[config.mk]
export PLATFORM = sky130hd
export DESIGN_NAME = microprocessor_sequencer
export DESIGN_NICKNAME = d
export VERILOG_FILES = /design/src/rtl/mp_seq_pkg.sv /design/src/rtl/mp_seq_prog_mem.sv /design/src/rtl/microprocessor_sequencer.sv
export SDC_FILE = /design/constraint.sdc
export NUM_CORES = 1
export LEC_CHECK = 0
export CORE_MARGIN = 5
export CORE_UTILIZATION = 55
export CTS_CLUSTER_SIZE = 25
export DETAILED_ROUTE_END_ITERATION = 10
export PLACE_DENSITY = 0.79
export SLEW_MARGIN = 25
export SYNTH_ARGS = -nofsm -noshare
export SYNTH_HDL_FRONTEND = slang
export SYNTH_SLANG_ARGS = --single-unit
export TNS_END_PERCENT = 10
[constraint.sdc]
create_clock -name clk -period 2.7 [get_ports clk]
set_clock_uncertainty 0.15 [all_clocks]
set_input_delay 0.81 -clock clk [delete_from_list [all_inputs] [get_ports clk]]
set_output_delay 0.81 -clock clk [all_outputs]
set_load 0.1 [all_outputs]
[src/rtl/mp_seq_pkg.sv]
// Shared types and program-word layout for the microprocessor sequencer.
// Program word: {ctrl[1:0], write_sel[1:0], read_sel2[1:0], read_sel1[1:0], instruction[3:0]}.
package mp_seq_pkg;

    localparam int PROG_W   = 12;
    localparam int INSN_LSB = 0;
    localparam int RS1_LSB  = 4;
    localparam int RS2_LSB  = 6;
    localparam int WS_LSB   = 8;
    localparam int CTRL_LSB = 10;

    typedef enum logic [1:0] {
        CTRL_EXEC = 2'b00,
        CTRL_BRZ  = 2'b01,
        CTRL_BRC  = 2'b10,
        CTRL_HALT = 2'b11
    } ctrl_t;

    typedef enum logic [2:0] {
        S_IDLE,
        S_FETCH,
        S_DECODE,
        S_ISSUE,
        S_SETTLE,
        S_DONE
    } seq_state_t;

    function automatic ctrl_t word_ctrl(input logic [PROG_W-1:0] w);
        return ctrl_t'(w[CTRL_LSB +: 2]);
    endfunction

endpackage

[src/rtl/mp_seq_prog_mem.sv]
// Program store: synchronous write, registered read, deliberately not reset so
// a loaded program survives reset_n.
module mp_seq_prog_mem #(
    parameter int DEPTH = 16,
    parameter int AW    = 4,
    parameter int WIDTH = 12
) (
    input  logic             clk,
    input  logic             we,
    input  logic [AW-1:0]    waddr,
    input  logic [WIDTH-1:0] wdata,
    input  logic             re,
    input  logic [AW-1:0]    raddr,
    output logic [WIDTH-1:0] rdata
);

    logic [WIDTH-1:0] mem [DEPTH];

    always_ff @(posedge clk) begin
        if (we) begin
            mem[waddr] <= wdata;
        end
        if (re) begin
            rdata <= mem[raddr];
        end
    end

endmodule

[src/rtl/microprocessor_sequencer.sv]
// Stored-program sequencer driving the microprocessor core's instruction port.
// Optional watchdog step limit enabled with `define SEQ_WATCHDOG_EN.
module microprocessor_sequencer
    import mp_seq_pkg::*;
#(
    parameter int          PROG_DEPTH = 16,
    parameter int          AW         = $clog2(PROG_DEPTH),
    parameter int unsigned MAX_STEPS  = 255
) (
    input  logic              clk,
    input  logic              reset_n,
    input  logic              load_en,
    input  logic [AW-1:0]     load_addr,
    input  logic [PROG_W-1:0] load_data,
    input  logic              start,
    input  logic [3:0]        result,
    input  logic              zero_flag,
    input  logic              carry_flag,
    output logic [3:0]        instruction,
    output logic [1:0]        read_sel1,
    output logic [1:0]        read_sel2,
    output logic [1:0]        write_sel,
    output logic              issue_valid,
    output logic [3:0]        last_result,
    output logic              last_zero,
    output logic              last_carry,
    output logic [AW-1:0]     pc,
    output logic              busy,
    output logic              done,
    output logic              error
);

    seq_state_t        state;
    logic [PROG_W-1:0] ir;
    logic              idle_or_done;
    logic              mem_we;
    logic              mem_re;
    ctrl_t             ctrl;
    logic [AW-1:0]     target;
    logic [AW-1:0]     pc_inc;
    logic              abort;

    assign idle_or_done = (state == S_IDLE) || (state == S_DONE);
    assign mem_we       = load_en && idle_or_done;
    assign mem_re       = (state == S_FETCH);
    assign ctrl         = word_ctrl(ir);
    assign target       = ir[AW-1:0];
    assign pc_inc       = pc + 1'b1;

    mp_seq_prog_mem #(
        .DEPTH (PROG_DEPTH),
        .AW    (AW),
        .WIDTH (PROG_W)
    ) u_prog_mem (
        .clk   (clk),
        .we    (mem_we),
        .waddr (load_addr),
        .wdata (load_data),
        .re    (mem_re),
        .raddr (pc),
        .rdata (ir)
    );

`ifdef SEQ_WATCHDOG_EN
    logic [7:0] steps;
    logic [8:0] steps_inc;

    assign steps_inc = {1'b0, steps} + 9'd1;
    // The DECODE that brings the count to MAX_STEPS aborts unless it is a HALT.
    assign abort = (state == S_DECODE) && (steps_inc >= 9'(MAX_STEPS)) && (ctrl != CTRL_HALT);

    always_ff @(posedge clk or negedge reset_n) begin
        if (!reset_n) begin
            steps <= '0;
            error <= 1'b0;
        end else if (idle_or_done && start) begin
            steps <= '0;
            error <= 1'b0;
        end else if (state == S_DECODE) begin
            steps <= steps_inc[7:0];
            if (abort) begin
                error <= 1'b1;
            end
        end
    end
`else
    logic unused_cfg;

    assign unused_cfg = ^MAX_STEPS;
    assign abort      = 1'b0;
    assign error      = 1'b0;
`endif

    always_ff @(posedge clk or negedge reset_n) begin
        if (!reset_n) begin
            state       <= S_IDLE;
            pc          <= '0;
            instruction <= '0;
            read_sel1   <= '0;
            read_sel2   <= '0;
            write_sel   <= '0;
            issue_valid <= 1'b0;
            last_result <= '0;
            last_zero   <= 1'b0;
            last_carry  <= 1'b0;
            busy        <= 1'b0;
            done        <= 1'b0;
        end else begin
            issue_valid <= 1'b0;
            case (state)
                S_IDLE, S_DONE: begin
                    if (start) begin
                        pc          <= '0;
                        last_result <= '0;
                        last_zero   <= 1'b0;
                        last_carry  <= 1'b0;
                        busy        <= 1'b1;
                        done        <= 1'b0;
                        state       <= S_FETCH;
                    end
                end
                S_FETCH: begin
                    state <= S_DECODE;
                end
                S_DECODE: begin
                    if (abort) begin
                        busy  <= 1'b0;
                        done  <= 1'b1;
                        state <= S_DONE;
                    end else begin
                        case (ctrl)
                            CTRL_EXEC: begin
                                instruction <= ir[INSN_LSB +: 4];
                                read_sel1   <= ir[RS1_LSB +: 2];
                                read_sel2   <= ir[RS2_LSB +: 2];
                                write_sel   <= ir[WS_LSB +: 2];
                                issue_valid <= 1'b1;
                                state       <= S_ISSUE;
                            end
                            CTRL_BRZ: begin
                                pc    <= last_zero ? target : pc_inc;
                                state <= S_FETCH;
                            end
                            CTRL_BRC: begin
                                pc    <= last_carry ? target : pc_inc;
                                state <= S_FETCH;
                            end
                            default: begin
                                busy  <= 1'b0;
                                done  <= 1'b1;
                                state <= S_DONE;
                            end
                        endcase
                    end
                end
                S_ISSUE: begin
                    state <= S_SETTLE;
                end
                S_SETTLE: begin
                    last_result <= result;
                    last_zero   <= zero_flag;
                    last_carry  <= carry_flag;
                    pc          <= pc_inc;
                    state       <= S_FETCH;
                end
                default: begin
                    busy  <= 1'b0;
                    done  <= 1'b0;
                    state <= S_IDLE;
                end
            endcase
        end
    end

endmodule

==> out/results.ini, run 1 <==
[sta]
finalSetupTns_ps=0
setup-violations-final=0
hold_violations=0
rsz0062_at_grt=no
worst_slew_pin_slew_ps=704
period_minus_slack_ps=2480
period_share=0.918
slew_violations=0
timing.hold.ws_ps=330
relSlewSlack=0.531
fin_ws_ps=221
max_freq_mhz=403

[routing]
avgRoutedWirePerCell_um=22.8
vias=4933
wl_um=18500
drt_iter0_markers=512
vias_per_cell=6.08
wl_met3_um=1660
met1_length_um=7570
dr.pass1.iters=5
top_layer=met4
drc_errors=0
detail-route-antenna-nets=0
wl_met2_um=8950

[final_layout]
fin_util=0.653
n_fill_cell=1054
layout-drive-gt1-share=0.235
area_growth_pct=17.7
nets=608
num_antenna_cells=0

[pwr]
switching_share=0.341
p_clk_frac=0.270
p_sw_mw=3.64
leakage_nw=3.66
p_int_mw=7.04
power.density_nw_per_um2=996
power_frac_comb=0.308
seq_power_share=0.422
peakVddDrop_mv=0.934

[worst_setup_path]
crit_chain=buf_4, buf_12
crit_fanout=10
crit_type=flop to primary output
cp-end-kind=primary output
required_ps=1740
critPathLaunchType=flop
crit_path_max_incr_delay_ps=560
cpMaxStageDelayCell=dfrtp_1
arrival_ps=1520

[cts]
cts_tree=built
cts_root_buffer=clkbuf_16
htree_levels=1
clock_path_buffers=3
clkSlewWorstSetupHoldPaths_ps=60
insertion_delay_ps=500
post-cts-setup-buffer-count=0
cts_resized=0
cts_hold_buf=0
clock_sinks=230
numCtsBuffers=23

[outcome]
status=finished clean

[worst_hold_path]
hold_path_class=flop to flop

[synth]
syn_area_um2=9100
synth-async-reset-ratio=0.113
synth_fp_nets=522
yosys-top-cells-count=204 x edfxtp_1, 50 x mux2i_1, 26 x dfrtp_1
synth_top_area_frac=0.673
synthTopCellsByArea=edfxtp_1 67%, dfrtp_1 7.1%, mux4_2 5.9%
yosys.cell_count.top_type=edfxtp_1
ys_types=46
synth_warnings=0
synthCells=491
synth_edf_count=204
yosysTopAreaCell=edfxtp_1
ys_seq_area_frac=0.744
ys_ff_latch=230
ys.flop_type=edfxtp_1
avgSynthCellArea_um2=18.5

[placed_design]
hpwl_um=12500
place_congestion=0.854
port_buffers=48
pre_cts_ws_ps=-198

[floorplan]
initial_core_util=0.555
fp-row-count=47
dieArea_um2=19200
fp.dieW_um=139
core_um2=16400
ioPinCount=50
die_h_um=139

[job]
cap_violations=0

[global_routing]
grt_max_degree=27
gr-total-overflow=0
antenna_found_initial=0
grt_pass1_vias=5046
grt_pass1_wl_um=29000
track_usage=0.192

critical path, delay by kind of cell (launching register included):
kind	cells	cell delay (ps)
buffers and inverters	2	460
DFF	1	560
power groups by stage:
stage,logic [mW],registers (mW),clock network (mW)
after CTS,3.30,4.52,2.93
after detailed placement,3.28,4.59,0
after floorplan,1.40,5.52,0
after global routing,3.46,4.55,3.09
final,3.28,4.51,2.88
after global placement,3.20,4.57,0
kinds of logic after synthesis:
logic type	share of synthesized area
muxes	0.129
DFF	0.744
AOI/OAI and AO/OA	0.0623
other	0.000412
and+or+nand+nor	0.0337
xor gates and xnor gates	0.00289
buffers and inverters	0.0203
adders and majority gates	0.00687
stage by stage:
stage | cell area [um2] | instances | total power [mW]
after floorplan | 9100 | 491 | 6.92
after global placement | 10000 | 772 | 7.77
after detailed placement | 10000 | 772 | 7.87
after CTS | 10700 | 812 | 10.7
after global routing | 10700 | 812 | 11.1
final | 10700 | 812 | 10.7
cell type report:
cell class | count | area, um2 | area share
sequential | 230 | 6780 | 0.633
multi-input combinational | 228 | 2160 | 0.202
timing repair buffer | 87 | 791 | 0.0738
clock buffer | 34 | 648 | 0.0605
tap | 220 | 275 | 0.0257
clock inverter | 6 | 33.8 | 0.00315
inverter | 7 | 26.3 | 0.00245
final timing paths:
| path | startpoint | endpoint | slack, ps | cells after the start |
|---|---|---|---|---|
| worst max-delay path | pc[2]$_DFFE_PN0P_ | pc[2] | 220 | 2 |
| worst min-delay path | u_prog_mem.rdata[4]$_DFFE_PP_ | read_sel1[0]$_DFFE_PN0P_ | 330 | 1 |
| worst max register to register | pc[0]$_DFFE_PN0P_ | u_prog_mem.rdata[5]$_DFFE_PP_ | 490 | 4 |
| worst min register to register | u_prog_mem.rdata[4]$_DFFE_PP_ | read_sel1[0]$_DFFE_PN0P_ | 330 | 1 |
| max in group asynchronous | reset_n | pc[0]$_DFFE_PN0P_ | 1600 | 2 |
| min in group asynchronous | reset_n | last_zero$_DFFE_PN0P_ | 530 | 2 |
routing by layer:
metal | track usage | up-vias
met5 | 0 | -
met4 | 0.0381 | 0
met3 | 0.0503 | 39
met2 | 0.316 | 253
met1 | 0.266 | 2493
li1 | - | 2148
state kept, by name (all words and copies together) (netlist names), 2 cells and up:
signal,flops
read_sel1,2
last_result,4
write_sel,2
u_prog_mem.mem,192
u_prog_mem.rdata,12
read_sel2,2
instruction,4
pc,4
state,3
cell usage in the layout, fill, tap and decap left out, drive strengths merged, types with 3 or more instances in the layout:
cell | netlist | routed
buf | 20 | 62
mux4 | 24 | 24
clkinv | 0 | 5
nor2 | 16 | 16
nor2b | 3 | 3
edfxtp | 204 | 204
a22oi | 12 | 12
dfrtp | 26 | 26
mux2i | 50 | 50
o21ai | 15 | 15
a221oi | 24 | 24
ha | 5 | 5
a21oi | 4 | 4
nor3 | 4 | 4
clkdlybuf4s50 | 0 | 25
nand2 | 16 | 16
inv | 7 | 8
nor3b | 5 | 5
clkbuf | 6 | 34
nand2b | 3 | 3
o21bai | 3 | 3
mux2 | 12 | 12
a22o | 7 | 7
No activity file was read; power rests on OpenSTA's default activity.
==> run 2, diff against run 1 <==
--- a/config.mk
+++ b/config.mk
@@ -15,3 +15,3 @@
 export SYNTH_HDL_FRONTEND = slang
 export SYNTH_SLANG_ARGS = --single-unit
-export TNS_END_PERCENT = 10
+export TNS_END_PERCENT = 30
==> constraint.sdc (replaced) <==
create_clock -name clk -period 2.7 [get_ports clk]
set_clock_uncertainty 0.15 [all_clocks]
set_input_delay 0.27 -clock clk [delete_from_list [all_inputs] [get_ports clk]]
set_output_delay 0.27 -clock clk [all_outputs]
set_load 0.1 [all_outputs]
==> run 2 against run 1 <==
Compared with the run above: critical endpoint is now u_prog_mem.mem[0][0]$_DFFE_PP_; critical path depth increased by 2; global-route usage decreased by 0.66 points; largest power group unchanged; first-iteration DRC count decreased by 26%; clock-buffer cell count decreased by 3; sequential share of layout area increased by 0.87 points; via count decreased by 4.0%; worst hold slack got worse by 86 ps; core utilization decreased by 0.88 points; worst setup slack improved by 160 ps; cell area decreased by 1.4%.
==> out/results.ini, run 2 (synthesis results as in run 1) <==
[sta]
max_freq_mhz=432  ; +7.1%
period_share=0.857  ; -0.0610
rsz0062_at_grt=no
setup-violations-final=0  ; unchanged
worst_slew_pin_slew_ps=654  ; -50.3 ps
period_minus_slack_ps=2310  ; -165 ps
finalSetupTns_ps=0  ; unchanged
slew_violations=0  ; unchanged
relSlewSlack=0.563  ; +0.0322
hold_violations=0  ; unchanged

[worst_setup_path]
crit_family=simple AND/OR/NAND/NOR gates
critPathLaunchType=flop
arrival_ps=2350  ; +830 ps
crit_path_max_incr_delay_ps=510  ; -50 ps
critical_path_buf_inv_count=1  ; -1
required_ps=2740  ; +1000 ps
cpMaxStageDelayCell=dfrtp_1
cp-end-kind=flop
crit_type=flop to flop
crit_fanout=12  ; +2
crit_chain=nor3b_2, or3b_1, nor3_2, buf_4

[final_layout]
multi_input_area_um2=2160  ; unchanged
top_register=u_prog_mem.mem
layout-drive-gt1-share=0.212  ; -0.0224
nets=599  ; -1.5%
num_antenna_cells=0  ; unchanged
largest_reg_flops=192  ; unchanged
final-seq-area_um2=6780  ; unchanged
mostFrequentLayoutCell=edfxtp_1
top_regs=u_prog_mem.mem (192), u_prog_mem.rdata (12)
n_fill_cell=1091  ; +3.5%
layout_common_cells=204 x edfxtp_1, 50 x mux2i_1, 48 x buf_4
area_growth_pct=16.1
fin_util=0.644  ; -0.00885

[cts]
cts_tree=built
clkSlewWorstSetupHoldPaths_ps=60  ; about the same
clock_sinks=230  ; unchanged
numCtsBuffers=23  ; unchanged
cts_resized=0  ; unchanged
insertion_delay_ps=490  ; about the same
post-cts-setup-buffer-count=0  ; unchanged
clock_path_buffers=3  ; unchanged
cts_hold_buf=1  ; +1
htree_levels=1  ; unchanged
cts_root_buffer=clkbuf_16

[floorplan]
core_um2=16400  ; unchanged
fp-row-count=47  ; unchanged
initial_core_util=0.555  ; unchanged
fp.dieW_um=139  ; unchanged
die_h_um=139  ; unchanged
ioPinCount=50  ; unchanged
dieArea_um2=19200  ; unchanged

[placed_design]
hpwl_um=11800  ; -5.3%
place_congestion=0.850  ; -0.56%
port_buffers=48  ; unchanged

[routing]
drt_iter0_markers=378  ; -26%
vias=4735  ; -4.0%
avgRoutedWirePerCell_um=22.4  ; -2.0%
vias_per_cell=5.93  ; -2.5%
dr.pass1.iters=4  ; -1
drc_errors=0  ; unchanged
detail-route-antenna-nets=0  ; unchanged
wl_um=17900  ; -3.6%

[global_routing]
track_usage=0.186  ; -0.00665
grt_max_degree=26  ; -3.7%
antenna_found_initial=0  ; unchanged
grt_pass1_vias=5108  ; +1.2%
gr-total-overflow=0  ; unchanged
grt_pass1_wl_um=28200  ; -2.6%
top_usage_layer=met2
use_met3=0.0386  ; -0.0117
grt_use_met2=0.307  ; -0.00848
use_met1=0.259  ; -0.00744

[job]
cap_violations=0  ; unchanged

[pwr]
leakage_nw=3.57  ; -2.4%
peakVddDrop_mv=0.803  ; -14%
total_power_mw=10.5  ; -2.1%
power.density_nw_per_um2=989  ; -0.77%

[worst_hold_path]
hold_path_class=input pin to flop

[outcome]
status=finished clean

[run 2: cell types whose count changed in the layout (fill, tap and decap cells not counted), sizes merged]
cell,delta
buf,-10
clkbuf,-3
inv,-1
dlygate4sd3,+1
[run 2: path summary, 6_finish.rpt]
path                                                from                        endpoint  slack, ps  cells after the start
setup / recovery                    state[1]$_DFFE_PN0P_  u_prog_mem.mem[0][0]$_DFFE_PP_        390                      4
hold / removal                                carry_flag          last_carry$_DFFE_PN0P_        240                      2
setup reg to reg                    state[1]$_DFFE_PN0P_  u_prog_mem.mem[0][0]$_DFFE_PP_        390                      4
hold reg to reg            u_prog_mem.rdata[7]$_DFFE_PP_        read_sel2[1]$_DFFE_PN0P_        330                      1
max in group asynchronous                        reset_n        write_sel[0]$_DFFE_PN0P_       1350                      3
min in group asynchronous                        reset_n                busy$_DFFE_PN0P_        470                      2
[run 2: through the flow]
stage / instances / area [um2] / worst slack, ps / hold slack (ps)
floorplan: 491 / 9100 / 122 / -176
global placement: 762 / 9930 / 373 / 314
detailed placement: 762 / 9930 / 285 / 315
CTS: 799 / 10600 / 402 / 230
global route: 799 / 10600 / 276 / 248
finish: 799 / 10600 / 385 / 245
[run 2: area by class of cell]
cell class	instances	area share
Clock buffer	31	0.0573
Timing Repair Buffer	78	0.0663
Clock inverter	5	0.00201
Tap cell	220	0.0260
Inverter	7	0.00249
Multi-Input combinational cell	228	0.205
Sequential cell	230	0.641
[run 2: metal layers]
metal,part of all wire,vias up
met2,0.49,206
met1,0.41,2365
li1,-,2128
met3,0.077,36
met4,0.021,0
met5,0,-
[run 2: report_power, final]
part | leakage (nW) | switching, mW | total [mW] | internal, mW
sequential | 2.17 | 0.244 | 4.51 | 4.27
clock | 0.305 | 1.17 | 2.72 | 1.55
combinational | 1.09 | 2.16 | 3.22 | 1.06
==> run 3, diff against run 2 <==
Settings changed: ABC_CLOCK_PERIOD_IN_PS set to 2700, GPL_ROUTABILITY_DRIVEN set to 1.
==> results of run 3 <==
No change in the layout: final DEF, timing and power equal those of run 2.
